<file path="src/rtl/avalon_interface.sv">
// Avalon-MM slave front end for the accelerator core.
// Per-beat waitrequest handshake, scratch regs, control/status, result and memory windows.
module avalon_interface #(
  parameter int NUM_REGS = 16,
  parameter int MEM_AW   = 9
) (
  input  logic        clk,
  input  logic        n_rst,
  input  logic        write,
  input  logic        read,
  input  logic        beginbursttransfer,
  input  logic [9:0]  burstcount,
  input  logic [10:0] address,
  input  logic [31:0] writedata,
  output logic [31:0] readdata,
  output logic        readdatavalid,
  output logic        writeresponsevalid,
  output logic [1:0]  response,
  output logic        waitrequest,
  input  logic [16:0] result_output,
  input  logic        done_calc,
  output logic [3:0]  output_address,
  output logic        start_calc,
  output logic [10:0] pixel_address,
  output logic [10:0] weight_address,
  output logic        w_enable_pixels,
  output logic        w_enable_weights,
  output logic [15:0] store_data
);

  localparam int RAW = $clog2(NUM_REGS);

  localparam logic [1:0] S_IDLE   = 2'd0;
  localparam logic [1:0] S_ACCEPT = 2'd1;
  localparam logic [1:0] S_GAP    = 2'd2;
  localparam logic [1:0] S_RESP   = 2'd3;

  logic [1:0]  state_q, state_d;
  logic        is_rd_q, is_rd_d;
  logic        burst_q, burst_d;
  logic [10:0] base_q, base_d;
  logic [9:0]  cnt_q, cnt_d;
  logic [9:0]  beat_q, beat_d;
  logic        err_q, err_d;
  logic        sticky_q, sticky_d;
  logic [31:0] rdata_q, rdata_d;
  logic [31:0] regs_q [NUM_REGS];
  logic [31:0] regs_d [NUM_REGS];

  logic [10:0] beat_addr;
  logic        acc, wr_beat, rd_beat;
  logic        hit_reg, hit_ctl, hit_res;
  logic        hit_pix, hit_wgt, unmapped;
  logic [31:0] rd_val;
  logic        more;

  // Decode the address of the beat currently being offered.
  always_comb begin
    beat_addr = base_q + {1'b0, beat_q};
    acc       = (state_q == S_ACCEPT);
    wr_beat   = acc & ~is_rd_q;
    rd_beat   = acc & is_rd_q;
    hit_reg   = (beat_addr < 11'(NUM_REGS));
    hit_ctl   = (beat_addr == 11'h010);
    hit_res   = (beat_addr[10:4] == 7'h02);
    hit_pix   = (beat_addr[10:9] == 2'b10);
    hit_wgt   = (beat_addr[10:9] == 2'b11);
    unmapped  = ~(hit_reg | hit_ctl | hit_res
                  | hit_pix | hit_wgt);
    rd_val    = '0;
    unique case (1'b1)
      hit_reg: rd_val = regs_q[beat_addr[RAW-1:0]];
      hit_ctl: rd_val = {30'b0, sticky_q, done_calc};
      hit_res: rd_val = {15'b0, result_output};
      default: rd_val = '0;
    endcase
    more = burst_q &
           (({1'b0, beat_q} + 11'd1) < {1'b0, cnt_q});
  end

  // Fabric-facing and core-facing outputs, all quiet outside their beat.
  always_comb begin
    waitrequest        = ~acc;
    readdatavalid      = (state_q == S_RESP) & is_rd_q;
    writeresponsevalid = (state_q == S_RESP) & ~is_rd_q;
    response           = (state_q == S_RESP) ? {2{err_q}} : 2'b00;
    readdata           = rdata_q;
    start_calc         = wr_beat & hit_ctl & writedata[0];
    w_enable_pixels    = wr_beat & hit_pix;
    w_enable_weights   = wr_beat & hit_wgt;
    pixel_address      = wr_beat ? 11'(beat_addr[MEM_AW-1:0]) : '0;
    weight_address     = wr_beat ? 11'(beat_addr[MEM_AW-1:0]) : '0;
    store_data         = wr_beat ? writedata[15:0] : '0;
    output_address     = (rd_beat & hit_res) ? beat_addr[3:0] : '0;
  end

  // Handshake FSM, burst tracking and register updates.
  always_comb begin
    state_d  = state_q;
    is_rd_d  = is_rd_q;
    burst_d  = burst_q;
    base_d   = base_q;
    cnt_d    = cnt_q;
    beat_d   = beat_q;
    err_d    = err_q;
    rdata_d  = rdata_q;
    regs_d   = regs_q;
    sticky_d = start_calc ? 1'b0 :
               (done_calc ? 1'b1 : sticky_q);
    unique case (state_q)
      S_IDLE: begin
        if (read | write) begin
          state_d = S_ACCEPT;
          is_rd_d = read;
          burst_d = write & ~read & beginbursttransfer;
          base_d  = address;
          cnt_d   = (burstcount == 10'd0) ? 10'd1 : burstcount;
          beat_d  = '0;
          err_d   = 1'b0;
        end
      end
      S_ACCEPT: begin
        err_d = err_q | unmapped;
        if (rd_beat) rdata_d = rd_val;
        if (wr_beat & hit_reg)
          regs_d[beat_addr[RAW-1:0]] = writedata;
        if (more) begin
          state_d = S_GAP;
          beat_d  = beat_q + 10'd1;
        end else begin
          state_d = S_RESP;
        end
      end
      S_GAP:   state_d = S_ACCEPT;
      default: state_d = S_IDLE;
    endcase
  end

  // State registers; reset aborts any burst without a response.
  always_ff @(posedge clk or posedge n_rst) begin
    if (n_rst) begin
      state_q  <= S_IDLE;
      is_rd_q  <= 1'b0;
      burst_q  <= 1'b0;
      base_q   <= '0;
      cnt_q    <= '0;
      beat_q   <= '0;
      err_q    <= 1'b0;
      sticky_q <= 1'b0;
      rdata_q  <= '0;
      for (int i = 0; i < NUM_REGS; i++) regs_q[i] <= '0;
    end else begin
      state_q  <= state_d;
      is_rd_q  <= is_rd_d;
      burst_q  <= burst_d;
      base_q   <= base_d;
      cnt_q    <= cnt_d;
      beat_q   <= beat_d;
      err_q    <= err_d;
      sticky_q <= sticky_d;
      rdata_q  <= rdata_d;
      regs_q   <= regs_d;
    end
  end

endmodule

</file>
<file path="config.mk">
export PLATFORM = sky130hd
export DESIGN_NAME = avalon_interface
export DESIGN_NICKNAME = d
export VERILOG_FILES = /design/src/rtl/avalon_interface.sv
export SDC_FILE = /design/constraint.sdc
export NUM_CORES = 1
export LEC_CHECK = 0
export CORE_ASPECT_RATIO = 1.2
export CORE_UTILIZATION = 29
export CTS_BUF_LIST = sky130_fd_sc_hd__clkbuf_2
export CTS_CLUSTER_DIAMETER = 120
export CTS_CLUSTER_SIZE = 8
export DETAILED_ROUTE_END_ITERATION = 10
export HOLD_SLACK_MARGIN = 0.03
export SETUP_SLACK_MARGIN = 0.5
export SYNTH_ARGS = -nofsm -noshare
export SYNTH_HDL_FRONTEND = slang
export SYNTH_SLANG_ARGS = --single-unit
</file>
<file path="constraint.sdc">
create_clock -name clk -period 16.4 [get_ports clk]
set_input_delay 1.64 -clock clk [delete_from_list [all_inputs] [get_ports clk]]
set_output_delay 1.64 -clock clk [all_outputs]
set_load 0.1 [all_outputs]
</file>
==> impl_metrics.prom <==
# TYPE chip_impl_metric gauge
chip_impl_metric{name="rows",unit=""} 123
chip_impl_metric{name="chipHeight",unit="um"} 339
chip_impl_metric{name="coreArea",unit="um2"} 93900
chip_impl_info{name="synth.largest_area_cell",value="sky130_fd_sc_hd__dfrtp_1"} 1
chip_impl_metric{name="post-route-period-util",unit="%"} 44.7
chip_impl_info{name="clock-root-buffer",value="sky130_fd_sc_hd__clkbuf_2"} 1
chip_impl_metric{name="worst_setup_hold_path_clk_slew",unit="ps"} 150
chip_impl_info{name="timing.rr.end",value="regs_q[379]"} 1
chip_impl_metric{name="switching_part_of_the_total_power",unit="%"} 41.0
chip_impl_metric{name="seqPwrFrac",unit="%"} 37.3
chip_impl_metric{name="clk_latency",unit="ps"} 1180
chip_impl_metric{name="power.density",unit="nW/um2"} 180
chip_impl_metric{name="dpl.hpwl",unit="um"} 42000
chip_impl_metric{name="drt_wl_total",unit="um"} 72100
chip_impl_metric{name="total_negative_slack",unit="ps"} 0
chip_impl_info{name="hold_start",value="readdata[14]"} 1
chip_impl_metric{name="period_minus_slack",unit="ps"} 7330
chip_impl_metric{name="cts_hold_repair.buffers",unit=""} 0
chip_impl_metric{name="fmaxAchievable",unit="GHz"} 0.137
chip_impl_metric{name="h_tree_levels",unit=""} 3
chip_impl_info{name="synth.top_cells.by_count",value="581 x sky130_fd_sc_hd__dfrtp_1, 466 x sky130_fd_sc_hd__mux2_2, 144 x sky130_fd_sc_hd__mux4_2, 112 x sky130_fd_sc_hd__nand2_1, 72 x sky130_fd_sc_hd__clkbuf_1"} 1
chip_impl_info{name="path_class",value="reg -> out"} 1
chip_impl_metric{name="io_buffer_count",unit=""} 153
chip_impl_metric{name="route.vias.total",unit=""} 16200
chip_impl_metric{name="initial_utilization",unit="%"} 29.3
chip_impl_info{name="worst_setup_ep_type",value="output pin"} 1
chip_impl_metric{name="drcViolationCount",unit=""} 0
chip_impl_metric{name="timing.clock.skew",unit="ps"} 133
chip_impl_metric{name="cts_sink_count",unit=""} 581
chip_impl_metric{name="post_drt_wl_per_cell",unit="um"} 22.5
chip_impl_metric{name="timing.critical_path.slowest_cell_delay",unit="ps"} 1180
chip_impl_metric{name="grt_pass1_vias",unit=""} 17900
chip_impl_metric{name="die_area",unit="um2"} 96100
chip_impl_info{name="rsz_0062_raised_after_global_routing",value="false"} 1
chip_impl_metric{name="critPathRequiredTime",unit="ps"} 14760
chip_impl_metric{name="timing_max_transition_violations_final",unit=""} 0
chip_impl_metric{name="final_layout_size_suffix_gt1_share",unit="%"} 40.7
chip_impl_metric{name="post_synthesis_register_bit_count",unit=""} 581
chip_impl_info{name="synth-main-ff-cell",value="sky130_fd_sc_hd__dfrtp_1"} 1
chip_impl_metric{name="synth_async_sr_flop_share",unit="%"} 100
chip_impl_info{name="slowest_library_cell_on_the_worst_path",value="sky130_fd_sc_hd__clkdlybuf4s50_1"} 1
chip_impl_metric{name="grt_pass1_wl",unit="um"} 112000
chip_impl_metric{name="synth_enable_flop_cells",unit=""} 0
chip_impl_metric{name="number_of_warnings_reported_in_the_yosys_synthesis_log",unit=""} 0
chip_impl_metric{name="post_cts_resize_count",unit=""} 0
chip_impl_metric{name="dpl-instance-area",unit="um2"} 30000
chip_impl_metric{name="reg2reg_setup_slack",unit="ps"} 12050
chip_impl_metric{name="total_switching_power",unit="mW"} 2.25
chip_impl_metric{name="avgViaCountPerCell",unit=""} 5.06
chip_impl_metric{name="setup-violations-final",unit=""} 0
chip_impl_metric{name="critical_path.max_fanout",unit=""} 17
chip_impl_metric{name="floorplan.die.width",unit="um"} 283
chip_impl_metric{name="final_antenna_net_count",unit=""} 0
chip_impl_metric{name="drt_first_iter_violations",unit=""} 927
chip_impl_info{name="area_contributors_post_synth",value="sky130_fd_sc_hd__dfrtp_1 53%, sky130_fd_sc_hd__mux2_2 19%, sky130_fd_sc_hd__mux4_2 12%"} 1
chip_impl_metric{name="place_ws",unit="ps"} 10230
chip_impl_info{name="hold_end",value="readdata[14]"} 1
chip_impl_metric{name="pin_count",unit=""} 158
chip_impl_metric{name="overflow",unit=""} 0
chip_impl_metric{name="pin_count_of_the_biggest_net_entering_global_routing",unit=""} 175
chip_impl_info{name="class_of_the_worst_hold_path",value="reg -> reg"} 1
chip_impl_metric{name="maxCapViolCount",unit=""} 0
chip_impl_metric{name="rr_worst_depth",unit=""} 8
chip_impl_metric{name="power.share.combinational",unit="%"} 50.8
chip_impl_info{name="timing.critical_path.from_type",value="flip-flop"} 1
chip_impl_metric{name="layout.core_utilization",unit="%"} 32.5
chip_impl_metric{name="grt_usage",unit="%"} 15.2
chip_impl_metric{name="worstHoldPathCells",unit=""} 2
chip_impl_metric{name="drt_first_pass_iters",unit=""} 5
chip_impl_metric{name="antenna_violations_before_repair",unit=""} 12
chip_impl_metric{name="post-cts-setup-buffer-count",unit=""} 0
chip_impl_metric{name="largest_vdd_supply_drop",unit="mV"} 0.115
chip_impl_metric{name="worst_pin_slew",unit="ps"} 1120
chip_impl_metric{name="clkPwrFrac",unit="%"} 11.9
chip_impl_metric{name="report.final.hold_viol_count",unit=""} 0
chip_impl_metric{name="fin_hold_ws",unit="ps"} 499
chip_impl_info{name="timing.rr.start",value="beat_q[2]"} 1
chip_impl_metric{name="area_share_of_the_leading_cell_type_in_the_synthesized_netlist",unit="%"} 52.8
chip_impl_metric{name="leakagePower",unit="nW"} 12.6
chip_impl_metric{name="place_congestion",unit=""} 0.790
chip_impl_metric{name="finalWorstSetupSlack",unit="ps"} 9070
chip_impl_metric{name="cellInternalPower",unit="mW"} 3.24
chip_impl_metric{name="synthesis.area_per_instance",unit="um2"} 14.9
chip_impl_metric{name="area_delta_synth_final",unit="%"} 10.9
chip_impl_info{name="crit_path_cell_trace",value="ha_4 > fa_4 > a21oi_2 > o2111ai_1 > o31ai_1 > xor2_1 > o211a_1 > buf_4 > nand2_1 > nor4_1 > clkdlybuf4s50_1"} 1
chip_impl_metric{name="netlist_area",unit="um2"} 27500
chip_impl_metric{name="final_nets",unit=""} 2047
chip_impl_metric{name="clockBufferDepth",unit=""} 3
chip_impl_info{name="post-synth-top-count-cell",value="sky130_fd_sc_hd__dfrtp_1"} 1
chip_impl_info{name="tritoncts",value="done"} 1
chip_impl_info{name="status",value="finished, final reports clean"} 1
chip_impl_metric{name="synthCells",unit=""} 1847
chip_impl_metric{name="slew-limit-headroom",unit="%"} 25.2
chip_impl_metric{name="synth-seq-area-share",unit="%"} 52.8
chip_impl_metric{name="synth_cell_types",unit=""} 68
chip_impl_metric{name="tritoncts_buffers",unit=""} 82
chip_impl_metric{name="cp_data_arrival_time",unit="ps"} 5690
chip_impl_metric{name="design_area",unit="um2"} 30500
## cells by family after synthesis
kind of cell,share of synthesized area (%)
multiplexers,34.0
flip-flops,52.8
AND/OR/NAND/NOR,4.42
buffers and inverters,3.71
AO/OA/AOI/OAI,3.54
adder cells (fa/ha/maj),0.982
XOR/XNOR,0.473
other,0.0136
## layout make-up
| type | count | area (um2) |
|---|---|---|
| clock inverter | 6 | 80.1 |
| sequential | 581 | 14500 |
| antenna | 1 | 2.50 |
| inverter | 17 | 67.6 |
| fill | 9215 | 63400 |
| clock buffer | 83 | 415 |
| tap | 1250 | 1560 |
| timing repair buffer | 177 | 1720 |
| multi-input combinational | 1091 | 12100 |
## metrics by stage
stage | cells | total power [mW]
2_1_floorplan | 1850 | 4.20
3_3_place_gp | 3116 | 4.82
3_5_place_dp | 3116 | 4.91
4_1_cts | 3205 | 5.57
5_1_grt | 3206 | 5.81
6_report | 3206 | 5.49
## cell usage in the layout, fill, tap and decap left out, drive strengths merged, types with 19 or more instances in the layout
cell type / synthesis / final
nor2: 25 / 25
mux4: 144 / 144
clkdlybuf4s50: 0 / 153
buf: 89 / 24
nand2: 112 / 112
mux2i: 24 / 24
clkbuf: 72 / 83
and2: 19 / 19
a22o: 19 / 19
o21ai: 47 / 47
ha: 20 / 20
dfrtp: 581 / 581
mux2: 512 / 512
nand3: 26 / 26
## metal layers
| metal | track usage (%) | part of all wire (%) |
|---|---|---|
| met1 | 19.9 | 43 |
| met4 | 5.10 | 2.5 |
| met3 | 2.07 | 3.9 |
| met2 | 25.8 | 50 |
| met5 | 0 | 0.090 |
## how the worst max path moves through the flow
stage | from | endpoint
6_report | beat_q[0] | output_address[3]
5_1_grt | beat_q[0] | output_address[3]
4_1_cts | beat_q[0] | output_address[3]
3_5_place_dp | beat_q[0] | output_address[3]
3_3_place_gp | beat_q[0] | output_address[0]
2_1_floorplan | n_rst | base_q[0]
## power groups by stage
stage	clock (mW)	combinational, mW	sequential [mW]
after global routing	0.742	2.97	2.10
after global placement	0	2.78	2.04
after CTS	0.688	2.84	2.05
after detailed placement	0	2.83	2.08
after floorplan	0	2.01	2.19
final	0.651	2.79	2.05
## worst max-delay path, delay by kind of cell, from the launching register on
kind / cells / cell delay (ps)
adder cells (fa/ha/maj): 2 / 680
buffers and inverters: 2 / 1560
AO/OA/AOI/OAI: 4 / 1000
XOR/XNOR: 1 / 280
flip-flops: 1 / 490
AND/OR/NAND/NOR: 2 / 580
## sequential cells by signal, summed over array words and instances, names as in the netlist
register and count:
sticky_q 1, beat_q 10, base_q 11, regs_q 512, readdata 32, is_rd_q 1, burst_q 1, err_q 1
state_q 2, cnt_q 10
No activity file was read; power rests on OpenSTA's default activity.
